### config.mk
export PLATFORM = sky130hd
export DESIGN_NAME = armleocpu_multiplier_flat
export DESIGN_NICKNAME = d
export VERILOG_FILES = /design/src/rtl/armleocpu_multiplier_if.sv /design/src/rtl/armleocpu_multiplier.sv /design/src/flat_wrapper.sv
export SDC_FILE = /design/constraint.sdc
export NUM_CORES = 1
export LEC_CHECK = 0
export CELL_PAD_IN_SITES_DETAIL_PLACEMENT = 0
export CELL_PAD_IN_SITES_GLOBAL_PLACEMENT = 1
export CORE_UTILIZATION = 40
export CTS_CLUSTER_DIAMETER = 40
export CTS_CLUSTER_SIZE = 8
export DETAILED_ROUTE_END_ITERATION = 8
export PLACE_DENSITY_LB_ADDON = 0.1
export SLEW_MARGIN = 20
export SYNTH_ARGS = -nofsm -noshare
export SYNTH_HDL_FRONTEND = slang
export SYNTH_SLANG_ARGS = --single-unit
### constraint.sdc
create_clock -name clk -period 4.1 [get_ports clk]
set_clock_uncertainty 0.2 [all_clocks]
set_input_delay 0.615 -clock clk [delete_from_list [all_inputs] [get_ports clk]]
set_output_delay 0.615 -clock clk [all_outputs]
set_load 0.01 [all_outputs]
### src/rtl/armleocpu_multiplier_if.sv
`default_nettype none
// ============================================================================
// Module      : armleocpu_multiplier_if
// Description : Request/response bundle for the shift-add multiplier.
//               Ports carried:
//                 fetch   - start request (master -> slave)
//                 op      - 2-bit operation select (master -> slave)
//                 factor0 - 32-bit first operand (master -> slave)
//                 factor1 - 32-bit second operand (master -> slave)
//                 ready   - one-cycle completion pulse (slave -> master)
//                 result  - 32-bit selected result word (slave -> master)
// Revision    : 1.0 - initial release
// ============================================================================
interface armleocpu_multiplier_if;
  logic        fetch;
  logic [1:0]  op;
  logic [31:0] factor0;
  logic [31:0] factor1;
  logic        ready;
  logic [31:0] result;

  modport master (
    output fetch,
    output op,
    output factor0,
    output factor1,
    input  ready,
    input  result
  );

  modport slave (
    input  fetch,
    input  op,
    input  factor0,
    input  factor1,
    output ready,
    output result
  );
endinterface
`default_nettype wire

### src/rtl/armleocpu_multiplier.sv
`default_nettype none
// ============================================================================
// Module      : armleocpu_multiplier
// Description : Sequential 32x32 multiplier, one shift-add step per cycle,
//               supporting MUL / MULH / MULHSU / MULHU. Sign handling is done
//               on magnitudes: operands are made non-negative on acceptance
//               and the 64-bit product is negated afterwards if needed.
//               Latency is fixed (data-independent): ready pulses in the
//               cycle following the 33rd rising edge after acceptance.
// Ports       : clk   - clock, rising edge
//               rst_n - asynchronous active-low reset
//               bus   - slave side of armleocpu_multiplier_if
//                       (fetch, op, factor0, factor1 in; ready, result out)
// Revision    : 1.0 - initial release
// ============================================================================
module armleocpu_multiplier (
  input  wire                          clk,
  input  wire                          rst_n,
  armleocpu_multiplier_if.slave        bus
);

  localparam logic [1:0] C_OP_MUL    = 2'b00;
  localparam logic [1:0] C_OP_MULH   = 2'b01;
  localparam logic [1:0] C_OP_MULHSU = 2'b10;

  typedef enum logic [1:0] {
    S_IDLE = 2'd0,
    S_BUSY = 2'd1,
    S_DONE = 2'd2
  } state_t;

  state_t      r_state;
  logic [1:0]  r_op;
  logic [63:0] r_multiplicand;
  logic [31:0] r_multiplier;
  logic        r_sign;
  logic [63:0] r_acc;
  logic [4:0]  r_cnt;
  logic        r_ready;
  logic [31:0] r_result;

  state_t      w_state_next;
  logic [1:0]  w_op_next;
  logic [63:0] w_multiplicand_next;
  logic [31:0] w_multiplier_next;
  logic        w_sign_next;
  logic [63:0] w_acc_next;
  logic [4:0]  w_cnt_next;
  logic        w_ready_next;
  logic [31:0] w_result_next;

  logic        w_f0_signed;
  logic        w_f1_signed;
  logic        w_f0_neg;
  logic        w_f1_neg;
  logic [31:0] w_mag0;
  logic [31:0] w_mag1;
  logic [63:0] w_product;

  // Operand interpretation for the op presented at acceptance time.
  assign w_f0_signed = (bus.op == C_OP_MULH) || (bus.op == C_OP_MULHSU);
  assign w_f1_signed = (bus.op == C_OP_MULH);
  assign w_f0_neg    = w_f0_signed && bus.factor0[31];
  assign w_f1_neg    = w_f1_signed && bus.factor1[31];

  // 32-bit negation of 0x80000000 gives 0x80000000, which read as unsigned
  // is exactly the required magnitude 2^31.
  assign w_mag0 = w_f0_neg ? (~bus.factor0 + 32'd1) : bus.factor0;
  assign w_mag1 = w_f1_neg ? (~bus.factor1 + 32'd1) : bus.factor1;

  // Signed product recovered from the unsigned magnitude product.
  assign w_product = r_sign ? (~r_acc + 64'd1) : r_acc;

  always_ff @(posedge clk or negedge rst_n) begin
    if (!rst_n) begin
      r_state        <= S_IDLE;
      r_op           <= 2'b00;
      r_multiplicand <= 64'd0;
      r_multiplier   <= 32'd0;
      r_sign         <= 1'b0;
      r_acc          <= 64'd0;
      r_cnt          <= 5'd0;
      r_ready        <= 1'b0;
      r_result       <= 32'd0;
    end else begin
      r_state        <= w_state_next;
      r_op           <= w_op_next;
      r_multiplicand <= w_multiplicand_next;
      r_multiplier   <= w_multiplier_next;
      r_sign         <= w_sign_next;
      r_acc          <= w_acc_next;
      r_cnt          <= w_cnt_next;
      r_ready        <= w_ready_next;
      r_result       <= w_result_next;
    end
  end

  always_comb begin
    w_state_next        = r_state;
    w_op_next           = r_op;
    w_multiplicand_next = r_multiplicand;
    w_multiplier_next   = r_multiplier;
    w_sign_next         = r_sign;
    w_acc_next          = r_acc;
    w_cnt_next          = r_cnt;
    w_ready_next        = 1'b0;
    w_result_next       = r_result;

    case (r_state)
      S_IDLE: begin
        if (bus.fetch) begin
          w_op_next           = bus.op;
          w_multiplicand_next = {32'd0, w_mag0};
          w_multiplier_next   = w_mag1;
          w_sign_next         = w_f0_neg ^ w_f1_neg;
          w_acc_next          = 64'd0;
          w_cnt_next          = 5'd0;
          w_state_next        = S_BUSY;
        end
      end

      S_BUSY: begin
        // One step per cycle regardless of operand values, so latency never
        // depends on data (no early exit on a zero multiplier).
        if (r_multiplier[0]) begin
          w_acc_next = r_acc + r_multiplicand;
        end
        w_multiplicand_next = {r_multiplicand[62:0], 1'b0};
        w_multiplier_next   = {1'b0, r_multiplier[31:1]};
        // Counter wraps 31 -> 0 naturally through the 5-bit increment.
        w_cnt_next          = r_cnt + 5'd1;
        if (r_cnt == 5'd31) begin
          w_state_next = S_DONE;
        end
      end

      S_DONE: begin
        w_result_next = (r_op == C_OP_MUL) ? w_product[31:0] : w_product[63:32];
        w_ready_next  = 1'b1;
        w_state_next  = S_IDLE;
      end

      default: begin
        w_state_next = S_IDLE;
      end
    endcase
  end

  assign bus.ready  = r_ready;
  assign bus.result = r_result;

endmodule
`default_nettype wire

### src/flat_wrapper.sv
// flat-port wrapper written by rule: the top's interface ports become plain ports
module armleocpu_multiplier_flat 
  (clk, rst_n, bus_fetch, bus_op, bus_factor0, bus_factor1, bus_ready, bus_result);
  armleocpu_multiplier_if bus_i ();
  input  wire clk;
  input  wire rst_n;
  input wire logic [$bits(bus_i.fetch)-1:0] bus_fetch;
  input wire logic [$bits(bus_i.op)-1:0] bus_op;
  input wire logic [$bits(bus_i.factor0)-1:0] bus_factor0;
  input wire logic [$bits(bus_i.factor1)-1:0] bus_factor1;
  output wire logic [$bits(bus_i.ready)-1:0] bus_ready;
  output wire logic [$bits(bus_i.result)-1:0] bus_result;
  assign bus_i.fetch = bus_fetch;
  assign bus_i.op = bus_op;
  assign bus_i.factor0 = bus_factor0;
  assign bus_i.factor1 = bus_factor1;
  assign bus_ready = bus_i.ready;
  assign bus_result = bus_i.result;
  armleocpu_multiplier u_core (.clk(clk), .rst_n(rst_n), .bus(bus_i));
endmodule
==> impl_metrics.json <==
{
  "synth_edf_count": 0,
  "die_w_um": 191,
  "grtUsageMet3_pct": 4.07,
  "place_area_um2": 16000,
  "numClockSinks": 203,
  "power_leakage_nw": 7.55,
  "num_antenna_cells": 0,
  "pre_cts_ws_ns": 0.151,
  "clock_latency_ns": 0.56,
  "clockBufferDepth": 3,
  "setup_viol": 0,
  "path_cells": "ha_1, a21o_1, a21o_1, a221o_1, o2111ai_1, a31oi_2, a2111oi_1, buf_4, o21ai_0, buf_4, a21oi_1, xor2_1, o21ai_0",
  "portBuffers": 101,
  "ys_warn_count": 0,
  "core_area_um2": 34800,
  "fmax_mhz": 263,
  "ys.flop_type": "dfrtp_1",
  "row_count": 68,
  "post_cts_buffers": 0,
  "groute.layer.met1.usage_pct": 36.4,
  "fin_ws_ns": 0.295,
  "initial_core_util_pct": 41.0,
  "yosys.cell_count.top_type": "o21ai_0",
  "maxSlewViolCount": 0,
  "drt-wirelength-per-cell_um": 19.7,
  "grt_pass1_wl_um": 72000,
  "synth_seq_area_share_pct": 35.6,
  "die_h_um": 191,
  "gp_congestion": 0.913,
  "hold_viol_final": 0,
  "reg2reg_slack_ns": 0.30,
  "cts_tree": "done",
  "use_met2_pct": 39.5,
  "cp_slowest_cell": "dfrtp_1",
  "synth_seq_cells": 203,
  "grtUsageTotal_pct": 25.5,
  "avgSynthCellArea_um2": 8.32,
  "wl_um": 45600,
  "cp.required_ns": 4.34,
  "min_path_cells": 2,
  "area_growth_pct": 23.6,
  "critPathCaptureType": "register",
  "p_per_area_nw_per_um2": 817,
  "hold_path_end": "u_core.bus.result[19]",
  "drive_gt1_share_pct": 9.15,
  "synth_largest_area_cell": "dfrtp_1",
  "layout_min_cycle_time_ns": 3.80,
  "synth_top_area_share_pct": 35.6,
  "startpoint": "u_core.r_multiplicand[9]",
  "synthArstFlopShare_pct": 100,
  "dr.pass1.iters": 5,
  "r2r-end": "u_core.r_acc[56]",
  "final.setup.tns_ns": 0,
  "yosys-top-cells-count": "223 x o21ai_0, 208 x nand2_1, 203 x dfrtp_1",
  "vias_per_cell": 5.72,
  "layout.nets": 1965,
  "synth_cell_types": 67,
  "grt_remaining_overflow": 0,
  "crit_type": "register to register",
  "slowest_delay_ns": 0.46,
  "drt_iter0_markers": 1009,
  "cts_buffers": 43,
  "slew_headroom_pct": 36.8,
  "rsz0062_at_grt": "false",
  "netlist_area_um2": 14300,
  "dp_hpwl_um": 34100,
  "num_vias": 13200,
  "outcome": "finished clean",
  "maxCapViolCount": 0,
  "worstReg2RegStart": "u_core.r_multiplicand[9]",
  "htreeDepth": 2,
  "dieArea_um2": 36400,
  "synth_cells": 1715,
  "tightest_slew_ns": 0.948,
  "io_pins": 102,
  "synth_area_leaders": "dfrtp_1 36%, o21ai_0 7.8%, ha_1 6.1%, nand2_1 5.5%, xnor2_1 5.2%",
  "grt.busiest_layer": "met2",
  "setup.worst_path.start_class": "register",
  "worst_hold_slack_ns": 0.260,
  "final_area_um2": 17600,
  "critPathMaxFanout": 4,
  "postRouteAntennaNets": 0,
  "min_from": "u_core.bus.result[19]",
  "peakVddDrop_mv": 0.343,
  "cts-root-buf": "clkbuf_16",
  "path_clk_slew_ns": 0.05,
  "drc": 0,
  "finalCritPeriodShare_pct": 92.8,
  "grt_pass1_vias": 12700,
  "reg2reg_depth": 13,
  "grt_max_degree": 86,
  "antenna_found_initial": 1,
  "holdCritPathClass": "register to register",
  "arrival_ns": 4.04,
  "syn_nets": 1854
}
-- power by group --
part | switching (W) | internal, W
logic | 0.00413 | 0.00277
clock network | 0.00116 | 0.00258
registers | 0.00101 | 0.00275
-- cell usage in the layout (no fill, tap or decap), types with 7 or more instances in the layout --
| cell type | instances |
|---|---|
| o21ai_0 | 223 |
| nand2_1 | 207 |
| dfrtp_1 | 202 |
| a21oi_1 | 141 |
| clkdlybuf4s50_1 | 100 |
| xnor2_1 | 85 |
| xor2_1 | 82 |
| nor2_1 | 79 |
| ha_1 | 69 |
| buf_4 | 66 |
| a22oi_1 | 48 |
| clkbuf_16 | 44 |
| inv_1 | 37 |
| a21o_1 | 35 |
| nor3_1 | 34 |
| a22o_1 | 34 |
| o22ai_1 | 30 |
| nand4_1 | 28 |
| nand3_1 | 23 |
| o31ai_1 | 21 |
| nand2b_1 | 20 |
| nor4_1 | 16 |
| nor2b_1 | 15 |
| or4_1 | 14 |
| o21bai_1 | 14 |
| o41ai_1 | 13 |
| a31oi_1 | 12 |
| or2_2 | 12 |
| or3_1 | 11 |
| a211oi_1 | 11 |
| bufinv_16 | 8 |
| clkbuf_8 | 8 |
| and3_1 | 7 |
| and2_1 | 7 |
| o21a_1 | 7 |
| clkinvlp_4 | 7 |
-- how the worst max path moves through the flow --
| stage | to | slack [ns] | cells after the start |
|---|---|---|---|
| floorplan | u_core.r_acc[60] | 0.66 | 12 |
| global placement | u_core.r_acc[56] | 0.22 | 15 |
| detailed placement | u_core.r_acc[56] | 0.15 | 15 |
| CTS | u_core.r_acc[56] | 0.15 | 15 |
| global route | u_core.r_acc[56] | 0.05 | 15 |
| finish | u_core.r_acc[56] | 0.30 | 13 |
-- area by class of cell --
type	instances	area, µm²
clock inverter	21	342
timing repair buffer	171	1590
tap	455	569
multi-input combinational	1369	8690
fill	3398	17200
sequential	203	5080
clock buffer	56	1220
inverter	38	143
-- state kept, by name, summed over array words and instances (netlist names) --
register               cells
u_core.r_acc              64
u_core.bus.result         32
u_core.bus.ready           1
u_core.r_multiplicand     64
u_core.r_state             2
u_core.r_multiplier       32
u_core.r_op                2
u_core.r_cnt               5
u_core.r_sign              1
-- cell families after synthesis --
kind of cell / synth area share, %
and+or+nand+nor: 16.8
buffers and inverters: 3.76
AOI/OAI and AO/OA: 27.4
xor gates and xnor gates: 10.3
DFF: 35.6
adders and majority gates: 6.19
-- per-layer routing --
metal / share of wire (%) / wire length, µm
met1: 48 / 21900
met2: 45 / 20500
met3: 5.3 / 2410
met4: 1.9 / 871
met5: 0 / 0
-- what timing repair did --
item,CTS,global route
endpoints found under the setup margin,0,2
hold buffers,1,0
resized for setup,0,1
hold endpoints to repair,73,0
-- critical path: cells and delay by family, from the launching register on --
kind / cells / cell delay (ns)
flip-flops: 1 / 0.46
AO/OA/AOI/OAI: 9 / 2.17
buffers and inverters: 2 / 0.38
XOR/XNOR: 1 / 0.15
adder cells (fa/ha/maj): 1 / 0.32
-- per-stage QoR --
| step | utilization (%) | std cells | power [W] |
|---|---|---|---|
| final | 50.7 | 2313 | 0.0144 |
| after global routing | 50.7 | 2313 | 0.0154 |
| after CTS | 50.6 | 2312 | 0.0144 |
| after detailed placement | 46.1 | 2234 | 0.0106 |
| after global placement | 46.1 | 2234 | 0.0105 |
| after floorplan | - | 1715 | 0.00824 |
Power figures use the tool's default switching activity.
